<file path="src/rtl/stopwatch_ctrl.sv">
// Stopwatch mode controller: RUN / PAUSED / ADJUST sequencing, MM:SS BCD count
// register and adjust-mode blink blanking for the display driver.
module stopwatch_ctrl (
  input  logic       clk_100mhz,
  input  logic       rst_n,
  input  logic       tick_1hz,
  input  logic       tick_2hz,
  input  logic       tick_4hz,
  input  logic       btn_pause,
  input  logic       btn_reset,
  input  logic       sw_adj,
  input  logic       sw_sel,
  output logic [3:0] min_tens,
  output logic [3:0] min_ones,
  output logic [3:0] sec_tens,
  output logic [3:0] sec_ones,
  output logic       blank_min,
  output logic       blank_sec,
  output logic       running
);

  localparam int unsigned DIGIT_W = 4;
  localparam int unsigned FIELD_W = 2 * DIGIT_W;

  typedef enum logic [1:0] {
    ST_PAUSED = 2'd0,
    ST_RUN    = 2'd1,
    ST_ADJUST = 2'd2
  } state_t;

  // {carry, tens, ones} for a 00..59 BCD field incremented by one
  function automatic logic [FIELD_W:0] bcd_inc(input logic [DIGIT_W-1:0] tens,
                                               input logic [DIGIT_W-1:0] ones);
    logic [DIGIT_W-1:0] t;
    logic [DIGIT_W-1:0] o;
    logic               c;
    t = tens;
    o = ones;
    c = 1'b0;
    if (ones >= DIGIT_W'(9)) begin
      o = '0;
      if (tens >= DIGIT_W'(5)) begin
        t = '0;
        c = 1'b1;
      end else begin
        t = tens + DIGIT_W'(1);
      end
    end else begin
      o = ones + DIGIT_W'(1);
    end
    return {c, t, o};
  endfunction

  logic   adj_m, adj_s, sel_m, sel_s;
  logic   paused, paused_d;
  logic   phase, phase_d;
  state_t state, state_d;
  logic   running_d, blank_min_d, blank_sec_d;

  logic [FIELD_W:0]   sec_inc, min_inc;
  logic [FIELD_W-1:0] sec_d, min_d;

  // Two-flop synchronizers for the raw switches
  always_ff @(posedge clk_100mhz or negedge rst_n) begin
    if (!rst_n) begin
      adj_m <= 1'b0;
      adj_s <= 1'b0;
      sel_m <= 1'b0;
      sel_s <= 1'b0;
    end else begin
      adj_m <= sw_adj;
      adj_s <= adj_m;
      sel_m <= sw_sel;
      sel_s <= sel_m;
    end
  end

  // State register
  always_ff @(posedge clk_100mhz or negedge rst_n) begin
    if (!rst_n) begin
      state  <= ST_PAUSED;
      paused <= 1'b1;
    end else begin
      state  <= state_d;
      paused <= paused_d;
    end
  end

  // Next state tracks the next synchronized switch value so state always equals the decode of adj_s/paused
  always_comb begin
    paused_d = paused;
    state_d  = state;
    if (btn_pause && !adj_s) begin
      paused_d = ~paused;
    end
    if (adj_m) begin
      state_d = ST_ADJUST;
    end else if (paused_d) begin
      state_d = ST_PAUSED;
    end else begin
      state_d = ST_RUN;
    end
  end

  // Output decode and blink phase; phase restarts low on every select change
  always_comb begin
    phase_d     = phase;
    running_d   = 1'b0;
    blank_min_d = 1'b0;
    blank_sec_d = 1'b0;
    if (state_d != ST_ADJUST || sel_m != sel_s) begin
      phase_d = 1'b0;
    end else if (state == ST_ADJUST && tick_4hz) begin
      phase_d = ~phase;
    end
    running_d   = (state_d == ST_RUN);
    blank_min_d = (state_d == ST_ADJUST) && !sel_m && phase_d;
    blank_sec_d = (state_d == ST_ADJUST) && sel_m && phase_d;
  end

  always_ff @(posedge clk_100mhz or negedge rst_n) begin
    if (!rst_n) begin
      phase     <= 1'b0;
      running   <= 1'b0;
      blank_min <= 1'b0;
      blank_sec <= 1'b0;
    end else begin
      phase     <= phase_d;
      running   <= running_d;
      blank_min <= blank_min_d;
      blank_sec <= blank_sec_d;
    end
  end

  assign sec_inc = bcd_inc(sec_tens, sec_ones);
  assign min_inc = bcd_inc(min_tens, min_ones);

  // Count datapath: reset button beats any increment in the same cycle
  always_comb begin
    sec_d = {sec_tens, sec_ones};
    min_d = {min_tens, min_ones};
    if (btn_reset) begin
      sec_d = '0;
      min_d = '0;
    end else if (state == ST_RUN && tick_1hz) begin
      sec_d = sec_inc[FIELD_W-1:0];
      if (sec_inc[FIELD_W]) begin
        min_d = min_inc[FIELD_W-1:0];
      end
    end else if (state == ST_ADJUST && tick_2hz) begin
      if (sel_s) begin
        sec_d = sec_inc[FIELD_W-1:0];
      end else begin
        min_d = min_inc[FIELD_W-1:0];
      end
    end
  end

  always_ff @(posedge clk_100mhz or negedge rst_n) begin
    if (!rst_n) begin
      min_tens <= '0;
      min_ones <= '0;
      sec_tens <= '0;
      sec_ones <= '0;
    end else begin
      {min_tens, min_ones} <= min_d;
      {sec_tens, sec_ones} <= sec_d;
    end
  end

endmodule

</file>
<file path="config.mk">
export PLATFORM = sky130hd
export DESIGN_NAME = stopwatch_ctrl
export DESIGN_NICKNAME = d
export VERILOG_FILES = /design/src/rtl/stopwatch_ctrl.sv
export SDC_FILE = /design/constraint.sdc
export NUM_CORES = 1
export LEC_CHECK = 0
export ABC_AREA = 0
export BUFFER_PORTS_ARGS = -buffer_cell sky130_fd_sc_hd__buf_2
export CELL_PAD_IN_SITES_DETAIL_PLACEMENT = 0
export CELL_PAD_IN_SITES_GLOBAL_PLACEMENT = 1
export CORE_ASPECT_RATIO = 0.7
export CORE_MARGIN = 5
export CORE_UTILIZATION = 43
export CTS_BUF_LIST = sky130_fd_sc_hd__clkbuf_4 sky130_fd_sc_hd__clkbuf_8 sky130_fd_sc_hd__clkbuf_16
export DETAILED_ROUTE_END_ITERATION = 6
export PLACE_DENSITY_LB_ADDON = 0.1
export SLEW_MARGIN = 40
export SYNTH_ARGS = -nofsm -noshare
export SYNTH_HDL_FRONTEND = slang
export SYNTH_SLANG_ARGS = --single-unit
</file>
<file path="constraint.sdc">
create_clock -name clk_100mhz -period 4.76 [get_ports clk_100mhz]
set_clock_uncertainty 0.15 [all_clocks]
set_input_delay 0.238 -clock clk_100mhz [delete_from_list [all_inputs] [get_ports clk_100mhz]]
set_output_delay 0.238 -clock clk_100mhz [all_outputs]
set_load 0.05 [all_outputs]
</file>
# Word-level counts from Yosys, hierarchy flattened
# Cells that the tools add are included.
# totals
in_bits	9
output_inout_bits	19
register_bits	27
word_cells	69
# classes
bitwise_logic	2
n_reduce_logical	15
eq_ne	8
mux	22
addsub	4
order_cmp	4
# op_table
cell	count
8-bit two-way mux	9
4-bit two-way mux	6
4-bit by 1-bit adder with 4-bit output, second input constant	4
4-bit by 3-bit greater-or-equal comparator with 1-bit output, second input constant	2
4-bit greater-or-equal comparator, second input constant	2
1-bit logical AND	8
1-bit two-way mux	6
3-bit nonzero test	2
2-bit by 1-bit == test with 1-bit output, second input constant	2
2-bit == test, second input constant	2
3-bit by 2-bit inequality test with 1-bit output, second input constant	1
3-bit inequality test, second input constant	1
3-bit AND reduction	1
1-bit logical NOT	2
2-bit two-way mux	1
2-bit inequality test, second input constant	1
1-bit NOT	2
2-bit AND reduction	1
1-bit logical OR	1
1-bit inequality test	1

# Depth between registers and ports, before layout
# Gate-level depths: netlist (run 1).
# logic_depth
depth_word	9
mapped_depth	7
depth_no_buf	7

# Least setup slack after synthesis (run 1)
# No wires, ideal clock.
# synth_timing
kind	register to register
start	reg sec_ones[1]
end	reg min_tens[1]
setup_slack_ps	2569
required_time_ps	4531
setup_time_ps	79
arrival_time_ps	1962
synth_period_minus_slack_ps	2191
path_buffers	0
path_stages_with_launch	8
path_cell_list	dfrtp_1 > inv_1 > ha_1 > or3b_1 > nand4_1 > o21a_2 > nand2b_4 > mux2i_1
# synth_via
elab_chain_cells	4
# synth_rtl
item	line	rtl
start: declaration	16	output logic [3:0] sec_ones,
start signal: assignment	164	sec_ones <= '0;
start signal: assignment	167	{sec_tens, sec_ones} <= sec_d;
4-bit greater-or-equal comparator	40	if (ones >= DIGIT_W'(9)) begin
1-bit two-way mux	40	
3-bit inequality test (no source line)	--	
3-bit AND reduction (no source line)	--	
end signal: assignment	166	{min_tens, min_ones} <= min_d;
end: declaration	13	output logic [3:0] min_tens,
# Every way passes these cells.
# A chain may end at the register's enable or synchronous reset.

# Worst setup path after layout (run 1)
# Same ends and word-level chain as after synthesis.

==> reports/results.ini, run 1 <==
[status]
status = finished clean

[logic_synthesis]
yosys.area.top_type = dfrtp_1
yosysWarnings = 0
syn_area_per_cell_um2 = 9.91
ys_seq_elements = 25
synth_nets = 153
syn_inst = 132
synth_area_leaders = dfrtp_1 (46%), ha_1 (11%), o21ai_0 (6.1%)
synthDistinctLibCells = 33
yosysTopAreaCellShare_pct = 45.9
syn_area_mm2 = 0.00131
yosysSeqAreaShare_pct = 47.9

[pwr]
power_mw = 0.811
cellLeakagePower_nw = 0.783
power_density_mw_per_mm2 = 520
vdd_drop_max_uv = 194

[detailed_routing]
first_iter_violations = 22
avgViaCountPerCell = 5.06
detail-route-antenna-nets = 0
post-route-drc-count = 0
drt-total-wl_um = 2550
wl_per_cell_um = 12.7
dr_total_vias = 1017
first_pass_iters = 4

[finish]
final_cells = 201
area_delta_synth_final_pct = 19.2
n_antenna_cell = 0
final_core_util_pct = 54.5
drive_gt1_share_pct = 24.2
final_nets = 187

[setup_path]
path_max_fanout = 10
crit_type = reg2reg
cp-startpoint = sec_ones[1]$_DFFE_PN0P_
required_ns = 4.80
crit_end = min_tens[1]$_DFFE_PN0P_
crit_slowest_cell = dfrtp_1
path_cells = inv_1, ha_1, or3b_1, nand4_1, o21a_2, nand2b_4, mux2i_1
startpoint_type = flop
slowest_delay_ns = 0.42
cp-end-kind = flop
worstPathArrival_ns = 2.03
r2r_end = min_tens[1]$_DFFE_PN0P_
crit-reg2reg-launch = sec_ones[1]$_DFFE_PN0P_
rrSetupSlack_ns = 2.77
rr_worst_depth = 7

[placement]
placed_cells = 194
place.gp.congestion = 0.695
io_buffers = 27
place_hpwl_um = 1940

[clock_tree]
cts-resized-gates = 0
cts_max_path_buffers = 2
cts_tree = done
numCtsBuffers = 3
clk_pin_slew_ns = 0.08
clock_sinks = 25
insertion_delay_ns = 0.26
cts_root_buffer = clkbuf_8
cts_max_level = 1

[sta]
relSlewSlack_pct = 63.9
worstMarginPinSlew_ns = 0.541
fmax_mhz = 503
tns_ns = 0
slew_violations = 0
setup_viol = 0
period_share_pct = 41.8
period_needed_ns = 1.99
rsz0062_at_grt = false
hold_viol = 0

[global_routing]
grt_start_max_net_pins = 26
grt_pass1_vias = 1004
antenna_found_initial = 0
grtUsageTotal_pct = 13.0
grt_pass1_wl_um = 4570
grt-ovfl-total = 0

[floorplan]
fp-row-count = 16
core_mm2 = 0.00286
dieArea_mm2 = 0.00426
initial_core_util_pct = 45.7
die_w_um = 75.9
die_y_um = 56.2
io-pin-count = 28

[worst_hold_path]
hp-class = in2reg
min_delay_path_depth = 3

[run]
cap_violations = 0

registers in the layout, summed over array words and instances (netlist names):
register,cells
min_ones,4
paused,1
running,1
blank_min,1
sec_tens,4
blank_sec,1
sel_m,1
sel_s,1
phase,1
adj_s,1
min_tens,4
sec_ones,4
adj_m,1
power breakdown:
group / switching, mW / internal (mW)
combinational: 0.260 / 0.107
sequential: 0.0584 / 0.262
clock: 0.0651 / 0.0585
logic make-up (layout without fill, tap and decap cells):
| family | Yosys count | count (layout) | share of synthesized area, % |
|---|---|---|---|
| and+or+nand+nor | 53 | 53 | 21.6 |
| xor gates and xnor gates | 2 | 2 | 1.34 |
| DFF | 25 | 25 | 47.9 |
| buffers and inverters | 12 | 45 | 3.54 |
| AOI/OAI and AO/OA | 27 | 27 | 13.4 |
| muxes | 1 | 1 | 0.765 |
| adders and majority gates | 12 | 12 | 11.5 |
stage by stage:
step	setup WS, ns	cell area (um2)	hold WS [ns]
6_report	2.77	1560	0.0536
5_1_grt	2.57	1560	0.0755
4_1_cts	2.77	1560	0.0518
3_5_place_dp	2.78	1480	0.115
3_3_place_gp	2.83	1480	0.114
2_1_floorplan	2.57	1310	-0.208
per-layer routing:
metal  track usage [%]  up-vias  share of wire, %
li1                  -      513                 -
met1              17.7      477                48
met2              19.1       25                44
met3              4.85        2               7.4
met4              3.55        0              0.67
met5                 0        -                 0
worst max-delay path: cells and delay by family (launching register included):
family / cells / cell delay, ns
adders and majority gates: 1 / 0.17
DFF: 1 / 0.42
AOI/OAI and AO/OA: 1 / 0.22
and+or+nand+nor: 3 / 0.70
buffers and inverters: 1 / 0.08
muxes: 1 / 0.17
worst min-delay path by stage:
stage                               to  startpoint
3_5_place_dp   sec_ones[1]$_DFFE_PN0P_       rst_n
6_report              paused$_DFF_PN1_   btn_pause
4_1_cts               paused$_DFF_PN1_   btn_pause
2_1_floorplan          adj_m$_DFF_PN0_       rst_n
5_1_grt               paused$_DFF_PN1_   btn_pause
3_3_place_gp   sec_ones[1]$_DFFE_PN0P_       rst_n
cell usage after synthesis, drive strengths merged:
master   instances
o21ai           16
nand4b           1
or3b             1
a211o            1
buf              1
nand3            5
o41ai            1
and4b            1
inv             11
a211oi           2
nor2            10
o31ai            1
o21a             1
mux2i            1
a21oi            3
o2bb2ai          1
nor2b            3
xnor2            2
a31oi            1
or2              3
dfrtp           24
nand2           15
nand4            3
nor4b            1
ha              12
nand2b           7
dfstp            1
nand3b           1
and2             2
final cells by class:
cell class                      count  area [um2]
Clock buffer                        3        41.3
Clock inverter                      1        5.00
Fill cell                         263        1300
Inverter                           11        41.3
Multi-Input combinational cell     95         636
Sequential cell                    25         627
Tap cell                           36        45.0
Timing Repair Buffer               30         165
cells in the final DEF, fill, tap and decap left out, types with 2 or more instances in the layout:
cell type,instances
a21oi_1,2
buf_2,27
clkbuf_8,3
dfrtp_1,24
dlygate4sd3_1,3
ha_1,12
inv_1,11
nand2_1,15
nand2b_1,6
nand3_1,5
nand4_1,3
nor2_1,10
nor2b_1,3
o21ai_0,16
or2_2,3
xnor2_1,2
repair_timing:
| action | in CTS | in global routing |
|---|---|---|
| setup buffers | 0 | 0 |
| hold endpoints to repair | 26 | 0 |
| hold buffers | 3 | 0 |
Note: power is estimated with default switching activity, not from simulation.
==> run 2: changes to the inputs <==
Settings changed: CORE_UTILIZATION 43 to 40.
Clock period 4.76 ns to 2 ns, I/O delays scaled along.
==> reports/results.ini, run 2 (same netlist as run 1, synthesis figures left out) <==
[setup_path]
required_ns = 2.00
cp-end-kind = flop
worstPathArrival_ns = 1.88
startpoint_type = flop
crit_type = reg2reg
rrSetupSlack_ns = 0.12
path_max_fanout = 7
rr_worst_depth = 8

[worst_hold_path]
hp-class = in2reg
min_delay_path_depth = 5

[global_routing]
grtUsageTotal_pct = 12.1
grt_pass1_wl_um = 4440
grt_pass1_vias = 990
antenna_found_initial = 0
grt_start_max_net_pins = 26
grt-ovfl-total = 0

[finish]
final_nets = 191
drive_gt1_share_pct = 30.8
area_delta_synth_final_pct = 23.5
final_cell_mix = buf_2 (27), dfrtp_1 (18), o21ai_0 (16)
postLayoutCellArea_mm2 = 0.00162
n_antenna_cell = 0
final_core_util_pct = 51.4
mostFrequentLayoutCell = buf_2

[floorplan]
initial_core_util_pct = 41.6
die_w_um = 78.4
dieArea_mm2 = 0.00453
fp-row-count = 17
io-pin-count = 28
core_mm2 = 0.00315
die_y_um = 57.9

[detailed_routing]
avgViaCountPerCell = 4.96
detail-route-antenna-nets = 0
wl_per_cell_um = 12.3
post-route-drc-count = 0
dr_total_vias = 1027
drt-total-wl_um = 2540
first_pass_iters = 3
first_iter_violations = 18

[sta]
hold_viol = 0
period_share_pct = 94.0
rsz0062_at_grt = false
setup_viol = 0
tns_ns = 0
relSlewSlack_pct = 62.3
worst_slack_ns = 0.119
fmax_mhz = 532
slew_violations = 0
hold_ws_ns = 0.0719
worstMarginPinSlew_ns = 0.565
period_needed_ns = 1.88

[pwr]
vdd_drop_max_uv = 456
cellLeakagePower_nw = 0.797
power_density_mw_per_mm2 = 1220

[clock_tree]
clk_pin_slew_ns = 0.09
cts_tree = done
cts_max_path_buffers = 2
clock_sinks = 25
numCtsBuffers = 3
cts_root_buffer = clkbuf_8
cts_max_level = 1
insertion_delay_ns = 0.27

[placement]
placed_area_mm2 = 0.00149
place.gp.congestion = 0.801
pre_cts_slack_ns = 0.0489
place_hpwl_um = 2000
io_buffers = 27

[run]
cap_violations = 0

[status]
status = finished clean

## run 2: layer usage
metal  vias to the layer above  wire, um  track usage (%)  part of all wire, %
li1                        527         -                -                    -
met1                       479      1300             16.5                   51
met2                        19      1120             19.6                   44
met3                         2       112             3.73                  4.4
met4                         0        13             1.50                 0.51
met5                         -         0                0                    0
## run 2: final cells by class
| cell class | count | area, um2 |
|---|---|---|
| Clock inverter | 1 | 5.00 |
| Clock buffer | 3 | 41.3 |
| Multi-Input combinational cell | 95 | 649 |
| Inverter | 11 | 41.3 |
| Tap cell | 38 | 47.5 |
| Fill cell | 295 | 1530 |
| Sequential cell | 25 | 634 |
| Timing Repair Buffer | 34 | 198 |
## run 2: worst paths after layout
kind,startpoint,endpoint
worst max register to register,sec_ones[0]$_DFFE_PN0P_,min_ones[3]$_DFFE_PN0P_
worst min-delay path,tick_4hz,blank_min$_DFF_PN0_
max in group asynchronous,rst_n,min_ones[0]$_DFFE_PN0P_
worst max-delay path,sec_ones[0]$_DFFE_PN0P_,min_ones[3]$_DFFE_PN0P_
min in group asynchronous,rst_n,adj_m$_DFF_PN0_
worst min register to register,sel_m$_DFF_PN0_,sel_s$_DFF_PN0_
## run 2: critical path, cell delays in order, from the launching register on
cell,delay [ns]
dfrtp_2,0.40
inv_1,0.06
ha_1,0.18
or3b_4,0.23
nand4_1,0.11
o21a_4,0.26
buf_4,0.14
o21ai_0,0.15
o31ai_1,0.09
## run 2: through the flow
step | cells | power (mW)
CTS | 204 | 1.96
detailed placement | 196 | 1.66
global route | 207 | 2.12
floorplan | 132 | 1.43
finish | 207 | 1.97
global placement | 196 | 1.64
## run 2: report_power, final
group          internal, mW  switching [mW]  leakage [nW]
logic                 0.284           0.628         0.455
clock network         0.139           0.155        0.0255
registers             0.632           0.133         0.317
total                  1.05           0.916         0.797
## run 2: what timing repair did
item                                    CTS  global route
endpoints found under the hold margin    27             0
setup buffers                             0             3
resized for setup                         0             4
endpoints found under the setup margin    0            10
hold buffers                              4             0
==> run 3: changes to the inputs <==
--- a/config.mk
+++ b/config.mk
@@ -8,3 +8,2 @@
 export ABC_AREA = 0
-export BUFFER_PORTS_ARGS = -buffer_cell sky130_fd_sc_hd__buf_2
 export CELL_PAD_IN_SITES_DETAIL_PLACEMENT = 0
@@ -13,5 +12,6 @@
 export CORE_MARGIN = 5
-export CORE_UTILIZATION = 40
+export CORE_UTILIZATION = 47
 export CTS_BUF_LIST = sky130_fd_sc_hd__clkbuf_4 sky130_fd_sc_hd__clkbuf_8 sky130_fd_sc_hd__clkbuf_16
 export DETAILED_ROUTE_END_ITERATION = 6
+export DONT_BUFFER_PORTS = 1
 export PLACE_DENSITY_LB_ADDON = 0.1
==> constraint.sdc (replaced) <==
create_clock -name clk_100mhz -period 2 [get_ports clk_100mhz]
set_clock_uncertainty 0.15 [all_clocks]
set_input_delay 0.3 -clock clk_100mhz [delete_from_list [all_inputs] [get_ports clk_100mhz]]
set_output_delay 0.3 -clock clk_100mhz [all_outputs]
set_load 0.05 [all_outputs]
==> reports/results.ini, run 3 (same netlist as run 1, synthesis figures left out) <==
[floorplan]
fp-row-count = 16
die_w_um = 73.1
core_mm2 = 0.00272
die_y_um = 54.2
initial_core_util_pct = 48.1
dieArea_mm2 = 0.00396
io-pin-count = 28

[setup_path]
cp-startpoint = sec_ones[0]$_DFFE_PN0P_
crit-reg2reg-launch = sec_ones[0]$_DFFE_PN0P_
startpoint_type = flop
path_max_fanout = 7
path_cells = ha_1, or3b_1, nand4_1, o21a_2, nand2b_4, mux2i_1
worstPathArrival_ns = 1.91
crit_buf_inv = 0
cp-end-kind = flop
critPathTopFamily = simple AND/OR/NAND/NOR gates
crit_type = reg2reg
crit_slowest_cell = dfrtp_2
slowest_delay_ns = 0.41
required_ns = 2.04

[clock_tree]
cts_max_path_buffers = 2
cts_tree = done
cts_root_buffer = clkbuf_8
numCtsBuffers = 3
insertion_delay_ns = 0.26
cts_max_level = 1
post_cts_buffers = 0
clock_sinks = 25
clk_pin_slew_ns = 0.08

[finish]
final_core_util_pct = 58.5
final_cell_mix = dfrtp_1 (18), buf_4 (18), o21ai_0 (16)
n_antenna_cell = 0
final_nets = 179
multiInputGateArea_um2 = 641
area_delta_synth_final_pct = 21.7
fill_cells = 250
final_cells = 193
drive_gt1_share_pct = 24.8
final-seq-area_um2 = 634
postLayoutCellArea_mm2 = 0.00159

[pwr]
cellLeakagePower_nw = 0.750
sw_frac_of_total_pct = 45.7
p_sw_mw = 0.914
combPwrFrac_pct = 49.8
internal-power_mw = 1.09
power_density_mw_per_mm2 = 1260
power_mw = 2.00
vdd_drop_max_uv = 536
pwr-share-clk_pct = 14.3
seqPwrFrac_pct = 35.9

[global_routing]
antenna_found_initial = 0
grt_pass1_wl_um = 4400
grt_start_max_net_pins = 26
grt-ovfl-total = 0
grtUsageTotal_pct = 14.8
grt_pass1_vias = 967

[run]
cap_violations = 0

[detailed_routing]
drt-total-wl_um = 2520
wl_per_cell_um = 13.1
first_pass_iters = 4
avgViaCountPerCell = 5.17
detail-route-antenna-nets = 0
post-route-drc-count = 0
first_iter_violations = 56
dr_total_vias = 998

[placement]
place.gp.congestion = 0.728
place_hpwl_um = 2000
placed_cells = 185
pre_cts_slack_ns = 0.134
placed_area_mm2 = 0.00149
io_buffers = 0

[sta]
tns_ns = 0
relSlewSlack_pct = 61.6
hold_viol = 0
period_needed_ns = 1.87
slew_violations = 0
worst_slack_ns = 0.129
period_share_pct = 93.6
rsz0062_at_grt = false
fmax_mhz = 534
worstMarginPinSlew_ns = 0.576
setup_viol = 0
hold_ws_ns = 0.0357

[worst_hold_path]
hp-class = in2reg
worstHoldStart = btn_pause

[status]
status = finished clean

run 3: cell count changes in the layout (fill, tap and decap cells not counted), sizes merged:
cell,previous run,this run
dlygate4sd3,4,3
buf,30,19
run 3: worst register-to-register path, cell delays in order, from the launching register on:
cell,delay (ns)
dfrtp_2,0.41
ha_1,0.19
or3b_1,0.41
nand4_1,0.11
o21a_2,0.19
nand2b_4,0.17
mux2i_1,0.17
run 3: layer usage:
metal | GRT usage (%) | wire length, um | up-vias
li1 | - | - | 501
met1 | 18.9 | 1210 | 467
met4 | 1.84 | 11 | 0
met2 | 23.4 | 1060 | 28
met3 | 7.28 | 239 | 2
met5 | 0 | 0 | -
run 3: area by class of cell:
cell class | instances | share of cell area [%]
inverters | 11 | 2.59
repair buffers | 22 | 11.6
well taps | 36 | 2.83
clock buffers | 3 | 2.59
flip-flops and latches | 25 | 39.8
multi-input cells | 95 | 40.2
clock inverters | 1 | 0.314
run 3: power by group through the flow:
stage                     sequential, mW  clock, mW  combinational (mW)
after floorplan                     1.10          0               0.338
after global placement             0.725          0               0.962
after detailed placement           0.731          0               0.981
after CTS                          0.721      0.299                1.00
after global routing               0.738      0.329                1.09
final                              0.719      0.285               0.997
run 3: path summary, 6_finish.rpt:
kind / depth (start not counted) / slack (ns) / endpoint
hold reg to reg: 0 / 0.25 / sel_s$_DFF_PN0_
setup / recovery: 6 / 0.13 / min_tens[1]$_DFFE_PN0P_
min in group asynchronous: 2 / 0.31 / sec_ones[1]$_DFFE_PN0P_
setup reg to reg: 6 / 0.13 / min_tens[1]$_DFFE_PN0P_
hold / removal: 2 / 0.04 / paused$_DFF_PN1_
max in group asynchronous: 2 / 1.17 / paused$_DFF_PN1_
run 3: timing repair:
action	CTS	global route
gates resized for setup	0	1
hold endpoints to repair	27	0
endpoints found under the setup margin	0	1
hold buffers	4	0
